==> src/rtl/jk_bank_arbiter_if.sv <==
// Requester handshake and bank status bundle for jk_bank_arbiter.
// slave = arbiter side, master = requester/observer side.
interface jk_bank_arbiter_if #(
    parameter int N  = 8,
    parameter int AW = 3
);
    logic          a_valid, a_ready, a_j, a_k;
    logic [AW-1:0] a_addr;
    logic          b_valid, b_ready, b_j, b_k;
    logic [AW-1:0] b_addr;
    logic [N-1:0]  q, qb;
    logic          done, done_src, err;
    logic [AW-1:0] done_addr;

    modport slave (
        input  a_valid, a_addr, a_j, a_k, b_valid, b_addr, b_j, b_k,
        output a_ready, b_ready, q, qb, done, done_src, done_addr, err
    );
    modport master (
        output a_valid, a_addr, a_j, a_k, b_valid, b_addr, b_j, b_k,
        input  a_ready, b_ready, q, qb, done, done_src, done_addr, err
    );
endinterface

==> src/rtl/jk_bank_arbiter.sv <==
// Two-requester round-robin arbiter applying buffered JK commands to a bank of N bits.
// One command slot per requester; at most one grant per cycle.
module jk_bank_arbiter_cell (
    input  logic clk,
    input  logic rst_n,
    input  logic en,
    input  logic j,
    input  logic k,
    output logic q
);
    always_ff @(posedge clk or negedge rst_n) begin
        if (!rst_n) q <= 1'b0;
        else if (en) begin
            case ({j, k})
                2'b01:   q <= 1'b0;
                2'b10:   q <= 1'b1;
                2'b11:   q <= ~q;
                default: q <= q;
            endcase
        end
    end
endmodule

module jk_bank_arbiter #(
    parameter int N  = 8,
    parameter int AW = 3
) (
    input  logic               clk,
    input  logic               rst_n,
    jk_bank_arbiter_if.slave   bus
);
    localparam logic [31:0] NU = 32'(N);

    logic          pend_a, pend_b, last_b;
    logic [AW-1:0] addr_a, addr_b;
    logic          j_a, k_a, j_b, k_b;
    logic          grant_a, grant_b, gnt, in_range, g_j, g_k;
    logic [AW-1:0] g_addr;
    logic [N-1:0]  q, cell_en;
    logic          done_r, src_r, err_r;
    logic [AW-1:0] daddr_r;

    // last_b=1 after reset so A takes the first contention
    always_comb begin
        grant_a  = pend_a && (!pend_b || last_b);
        grant_b  = pend_b && !grant_a;
        gnt      = grant_a || grant_b;
        g_addr   = grant_b ? addr_b : addr_a;
        g_j      = grant_b ? j_b : j_a;
        g_k      = grant_b ? k_b : k_a;
        in_range = {{(32-AW){1'b0}}, g_addr} < NU;
    end

    for (genvar i = 0; i < N; i++) begin : g_bit
        assign cell_en[i] = gnt && in_range && (g_addr == AW'(i));
        jk_bank_arbiter_cell u_cell (
            .clk   (clk),
            .rst_n (rst_n),
            .en    (cell_en[i]),
            .j     (g_j),
            .k     (g_k),
            .q     (q[i])
        );
    end

    // Accept and grant of one slot never coincide: ready is low while pending
    always_ff @(posedge clk or negedge rst_n) begin
        if (!rst_n) begin
            pend_a <= 1'b0;  pend_b <= 1'b0;
            addr_a <= '0;    addr_b <= '0;
            j_a    <= 1'b0;  k_a    <= 1'b0;
            j_b    <= 1'b0;  k_b    <= 1'b0;
            last_b <= 1'b1;
        end else begin
            if (bus.a_valid && !pend_a) begin
                pend_a <= 1'b1;
                addr_a <= bus.a_addr; j_a <= bus.a_j; k_a <= bus.a_k;
            end else if (grant_a) pend_a <= 1'b0;
            if (bus.b_valid && !pend_b) begin
                pend_b <= 1'b1;
                addr_b <= bus.b_addr; j_b <= bus.b_j; k_b <= bus.b_k;
            end else if (grant_b) pend_b <= 1'b0;
            if (gnt) last_b <= grant_b;
        end
    end

    always_ff @(posedge clk or negedge rst_n) begin
        if (!rst_n) begin
            done_r  <= 1'b0;
            src_r   <= 1'b0;
            daddr_r <= '0;
            err_r   <= 1'b0;
        end else begin
            done_r <= gnt && in_range;
            err_r  <= gnt && !in_range;
            if (gnt && in_range) begin
                src_r   <= grant_b;
                daddr_r <= g_addr;
            end
        end
    end

    assign bus.a_ready   = !pend_a;
    assign bus.b_ready   = !pend_b;
    assign bus.q         = q;
    assign bus.qb        = ~q;
    assign bus.done      = done_r;
    assign bus.done_src  = src_r;
    assign bus.done_addr = daddr_r;
    assign bus.err       = err_r;
endmodule
==> src/flat_wrapper.sv <==
// flat-port wrapper written by rule: the top's interface ports become plain ports
module jk_bank_arbiter_flat 
#(
    parameter int N  = 8,
    parameter int AW = 3
)
  (clk, rst_n, bus_a_valid, bus_a_addr, bus_a_j, bus_a_k, bus_b_valid, bus_b_addr, bus_b_j, bus_b_k, bus_a_ready, bus_b_ready, bus_q, bus_qb, bus_done, bus_done_src, bus_done_addr, bus_err);
  jk_bank_arbiter_if #(.N(N), .AW(AW)) bus_i ();
  input  logic clk;
  input  logic rst_n;
  input wire logic [$bits(bus_i.a_valid)-1:0] bus_a_valid;
  input wire logic [$bits(bus_i.a_addr)-1:0] bus_a_addr;
  input wire logic [$bits(bus_i.a_j)-1:0] bus_a_j;
  input wire logic [$bits(bus_i.a_k)-1:0] bus_a_k;
  input wire logic [$bits(bus_i.b_valid)-1:0] bus_b_valid;
  input wire logic [$bits(bus_i.b_addr)-1:0] bus_b_addr;
  input wire logic [$bits(bus_i.b_j)-1:0] bus_b_j;
  input wire logic [$bits(bus_i.b_k)-1:0] bus_b_k;
  output wire logic [$bits(bus_i.a_ready)-1:0] bus_a_ready;
  output wire logic [$bits(bus_i.b_ready)-1:0] bus_b_ready;
  output wire logic [$bits(bus_i.q)-1:0] bus_q;
  output wire logic [$bits(bus_i.qb)-1:0] bus_qb;
  output wire logic [$bits(bus_i.done)-1:0] bus_done;
  output wire logic [$bits(bus_i.done_src)-1:0] bus_done_src;
  output wire logic [$bits(bus_i.done_addr)-1:0] bus_done_addr;
  output wire logic [$bits(bus_i.err)-1:0] bus_err;
  assign bus_i.a_valid = bus_a_valid;
  assign bus_i.a_addr = bus_a_addr;
  assign bus_i.a_j = bus_a_j;
  assign bus_i.a_k = bus_a_k;
  assign bus_i.b_valid = bus_b_valid;
  assign bus_i.b_addr = bus_b_addr;
  assign bus_i.b_j = bus_b_j;
  assign bus_i.b_k = bus_b_k;
  assign bus_a_ready = bus_i.a_ready;
  assign bus_b_ready = bus_i.b_ready;
  assign bus_q = bus_i.q;
  assign bus_qb = bus_i.qb;
  assign bus_done = bus_i.done;
  assign bus_done_src = bus_i.done_src;
  assign bus_done_addr = bus_i.done_addr;
  assign bus_err = bus_i.err;
  jk_bank_arbiter #(.N(N), .AW(AW)) u_core (.clk(clk), .rst_n(rst_n), .bus(bus_i));
endmodule
==> config.mk <==
export PLATFORM = sky130hd
export DESIGN_NAME = jk_bank_arbiter_flat
export DESIGN_NICKNAME = d
export VERILOG_FILES = /design/src/rtl/jk_bank_arbiter_if.sv /design/src/rtl/jk_bank_arbiter.sv /design/src/flat_wrapper.sv
export SDC_FILE = /design/constraint.sdc
export NUM_CORES = 1
export LEC_CHECK = 0
export BUFFER_PORTS_ARGS = -buffer_cell sky130_fd_sc_hd__buf_2
export CAP_MARGIN = 20
export CORE_UTILIZATION = 40
export CTS_CLUSTER_SIZE = 20
export DETAILED_ROUTE_END_ITERATION = 7
export HOLD_SLACK_MARGIN = 0.15
export SLEW_MARGIN = 5
export SYNTH_ARGS = -nofsm -noshare
export SYNTH_HDL_FRONTEND = slang
export SYNTH_SLANG_ARGS = --single-unit
==> constraint.sdc <==
create_clock -name clk -period 1.85 [get_ports clk]
set_input_delay 0.37 -clock clk [delete_from_list [all_inputs] [get_ports clk]]
set_output_delay 0.37 -clock clk [all_outputs]
set_load 0.01 [all_outputs]
==> impl_metrics.csv <==
group,metric,value,unit
outcome,outcome,"finished, final reports clean",
timing,fin_skew,0.00341,ns
timing,hold_slack,0.262,ns
critical_path,worst_ep_arrival_time,1.80,ns
critical_path,start_kind,"register",
placed_design,dp_hpwl,2.23,mm
detailed_routing,vias,1057,
yosys,ys_seq_area_frac,0.464,
global_route,grt_pass1_wl,4.77,mm
placed_design,dp_cells,203,
yosys,yosysTopAreaCellShare,0.445,
clocking,cts-root-buf,"clkbuf_4",
yosys,syn_area,1410,µm²
floorplan,die_area,3750,µm²
finish,antenna_cells,0,
global_route,met1_usage,0.219,
yosys,syn_inst,138,
timing,final-setup-viol-count,0,
clocking,postCtsSetupBuffers,0,
critical_path,crit_chain,"a21bo_4 > mux2_2 > nor3_1 > nor2_1",
timing,min_period_over_period,0.848,
placed_design,pre_cts_slack,0.303,ns
timing,slew_violations,0,
global_route,grt_max_degree,27,
min_path,min_path_type,"input port to register",
finish,fillCellCount,356,
floorplan,core_region_area,3360,µm²
finish,area_growth,11.9,%
global_route,grt_pass1_vias,1039,
global_route,grt_util_met2,0.307,
yosys,synth_simple_gate_area_frac,0.178,
detailed_routing,drt_pass1_iterations,4,
critical_path,crit_buf_inv,0,
placed_design,placedInstanceArea,1540,µm²
finish,drive_above_1_share,0.358,
floorplan,initial_core_util,0.418,
critical_path,path_max_fanout,12,
yosys,synth-main-ff-cell,"dfrtp_1",
yosys,synthAdderAreaFrac,0,
floorplan,fp.dieW,61.3,µm
finish,final_util,0.468,
pwr,power.total,2.37,mW
placed_design,place_congestion,0.770,
detailed_routing,routed_via_density,5.08,
critical_path,reg2reg_slack,0.28,ns
yosys,synth-async-reset-ratio,1.00,
timing,relSlewSlack,0.624,
global_route,grt_overflow_total,0,
yosys,synth_top_area_cell,"dfrtp_1",
yosys,synth_xor_area_frac,0,
yosys,synth.area.top_cells,"dfrtp_1, mux2_2, buf_4",
detailed_routing,final_antenna_net_count,0,
finish,fin_area,1570,µm²
global_route,busiest_layer,"met2",
clocking,clk_pin_slew_worst_paths,0.14,ns
clocking,clockBufferDepth,2,
finish,layout.nets,177,
critical_path,crit_required,2.08,ns
yosys,synth_cell_types,33,
placed_design,io_buffers,36,
yosys,synth_compound_area_frac,0.107,
floorplan,floorplan.io_pins,38,
critical_path,cp_slowest_cell,"dfstp_2",
timing,fin_ws,0.281,ns
flow_run,cap_violations,0,
clocking,cts_hold_buf,1,
detailed_routing,routed_wl,2.92,mm
critical_path,worst-setup-path-type,"register to register",
global_route,track_usage,0.177,
yosys,syn_area_per_cell,10.2,µm²
critical_path,cp_top_family,"flip-flops",
timing,fmax,0.637,GHz
yosys,synth_most_common_cell,"dfrtp_1",
detailed_routing,first_iter_violations,58,
clocking,cts-resized-gates,0,
yosys,synth_edf_count,0,
detailed_routing,route.detailed.drc,0,
clocking,cts.sinks,26,
timing,fin_crit,1.57,ns
clocking,cts_buffers,3,
yosys,synth.net_count,152,
floorplan,rows,21,
yosys,synth_top_family_by_area,"simple AND/OR/NAND/NOR gates",
global_route,met3_usage,0.0189,
clocking,clock_latency,0.32,ns
finish,final_cells,208,
timing,hold_viol,0,
yosys,synthTopCellsByCount,"dfrtp_1, nor2_1, mux2_2",
detailed_routing,avgRoutedWirePerCell,14.1,µm
clocking,cts_tree,"built",
yosys,synthMuxAreaShare,0.146,
yosys,synth-seq-cells,26,
timing,worst_slew_pin_slew,0.564,ns
global_route,grt_antenna_before_repair,0,
pwr,power_density,1500,nW/µm²
timing,tns,0,ns
floorplan,die_y,61.3,µm
critical_path,max_stage_delay,0.61,ns
timing,rsz0062_at_grt,"no",
yosys,ys_warn_count,0,
pwr,ir_worst_vdd,0.478,mV
clocking,htreeDepth,1,
pwr,p_leak,0.736,nW
critical_path,endpoint_kind,"register",
-- logic make-up after synthesis --
kind of cell,Yosys count
AOI/OAI and AO/OA,20
buffers and inverters,27
DFF,26
muxes,18
other,1
and+or+nand+nor,46
-- final cells by class --
cell class / count / area, µm² / area share
multi-input combinational: 85 / 609 / 0.387
inverter: 10 / 37.5 / 0.0239
tap: 46 / 57.6 / 0.0366
timing repair buffer: 37 / 190 / 0.121
sequential: 26 / 652 / 0.414
clock buffer: 4 / 26.3 / 0.0167
-- registers in the layout (all words and copies together) (netlist names), 3 cells and up --
signal	cells
u_core.g_bit.u_cell.q	8
u_core.addr_a	3
u_core.addr_b	3
u_core.bus.done_addr	3
-- report_power, final --
part / internal [mW] / total, mW / switching [mW]
Sequential: 0.802 / 1.06 / 0.260
Clock: 0.0846 / 0.253 / 0.168
Combinational: 0.484 / 1.05 / 0.567
Total: 1.37 / 2.37 / 0.996
-- worst paths after layout --
kind | from | cells after the start | endpoint
hold reg to reg | u_core.bus.done_addr[2] | 2 | u_core.bus.done_addr[2]
hold / removal | bus_a_addr[0] | 2 | u_core.addr_a[0]
setup / recovery | u_core.last_b | 4 | u_core.g_bit[2].u_cell.q
setup reg to reg | u_core.last_b | 4 | u_core.g_bit[2].u_cell.q
max in group asynchronous | rst_n | 2 | u_core.last_b
min in group asynchronous | rst_n | 2 | u_core.bus.done_addr[0]
-- worst register-to-register path, cell delays in order (launching register included) --
cell	delay (ns)
dfstp_2	0.61
a21bo_4	0.26
mux2_2	0.37
nor3_1	0.17
nor2_1	0.07
-- per-layer routing --
layer | routed length [µm] | vias to the layer above
li1 | - | 514
met1 | 1330 | 516
met2 | 1460 | 23
met3 | 101 | 4
met4 | 34 | 0
met5 | 0 | -
-- layout by cell type, fill, tap and decap left out, drive strengths merged --
| cell | count |
|---|---|
| buf | 36 |
| dfrtp | 25 |
| mux2 | 14 |
| nor2 | 13 |
| inv | 10 |
| a21oi | 8 |
| nand3b | 8 |
| nor3 | 8 |
| nand2 | 5 |
| nand3 | 4 |
| mux2i | 4 |
| nor3b | 4 |
| clkbuf | 4 |
| nor2b | 2 |
| a21o | 2 |
| a31oi | 2 |
| and2b | 1 |
| or2b | 1 |
| a21boi | 1 |
| a32oi | 1 |
| a21bo | 1 |
| a32o | 1 |
| a31o | 1 |
| o32a | 1 |
| o32ai | 1 |
| o21ai | 1 |
| conb | 1 |
| dlygate4sd3 | 1 |
| dfstp | 1 |
Power figures use the tool's default switching activity.
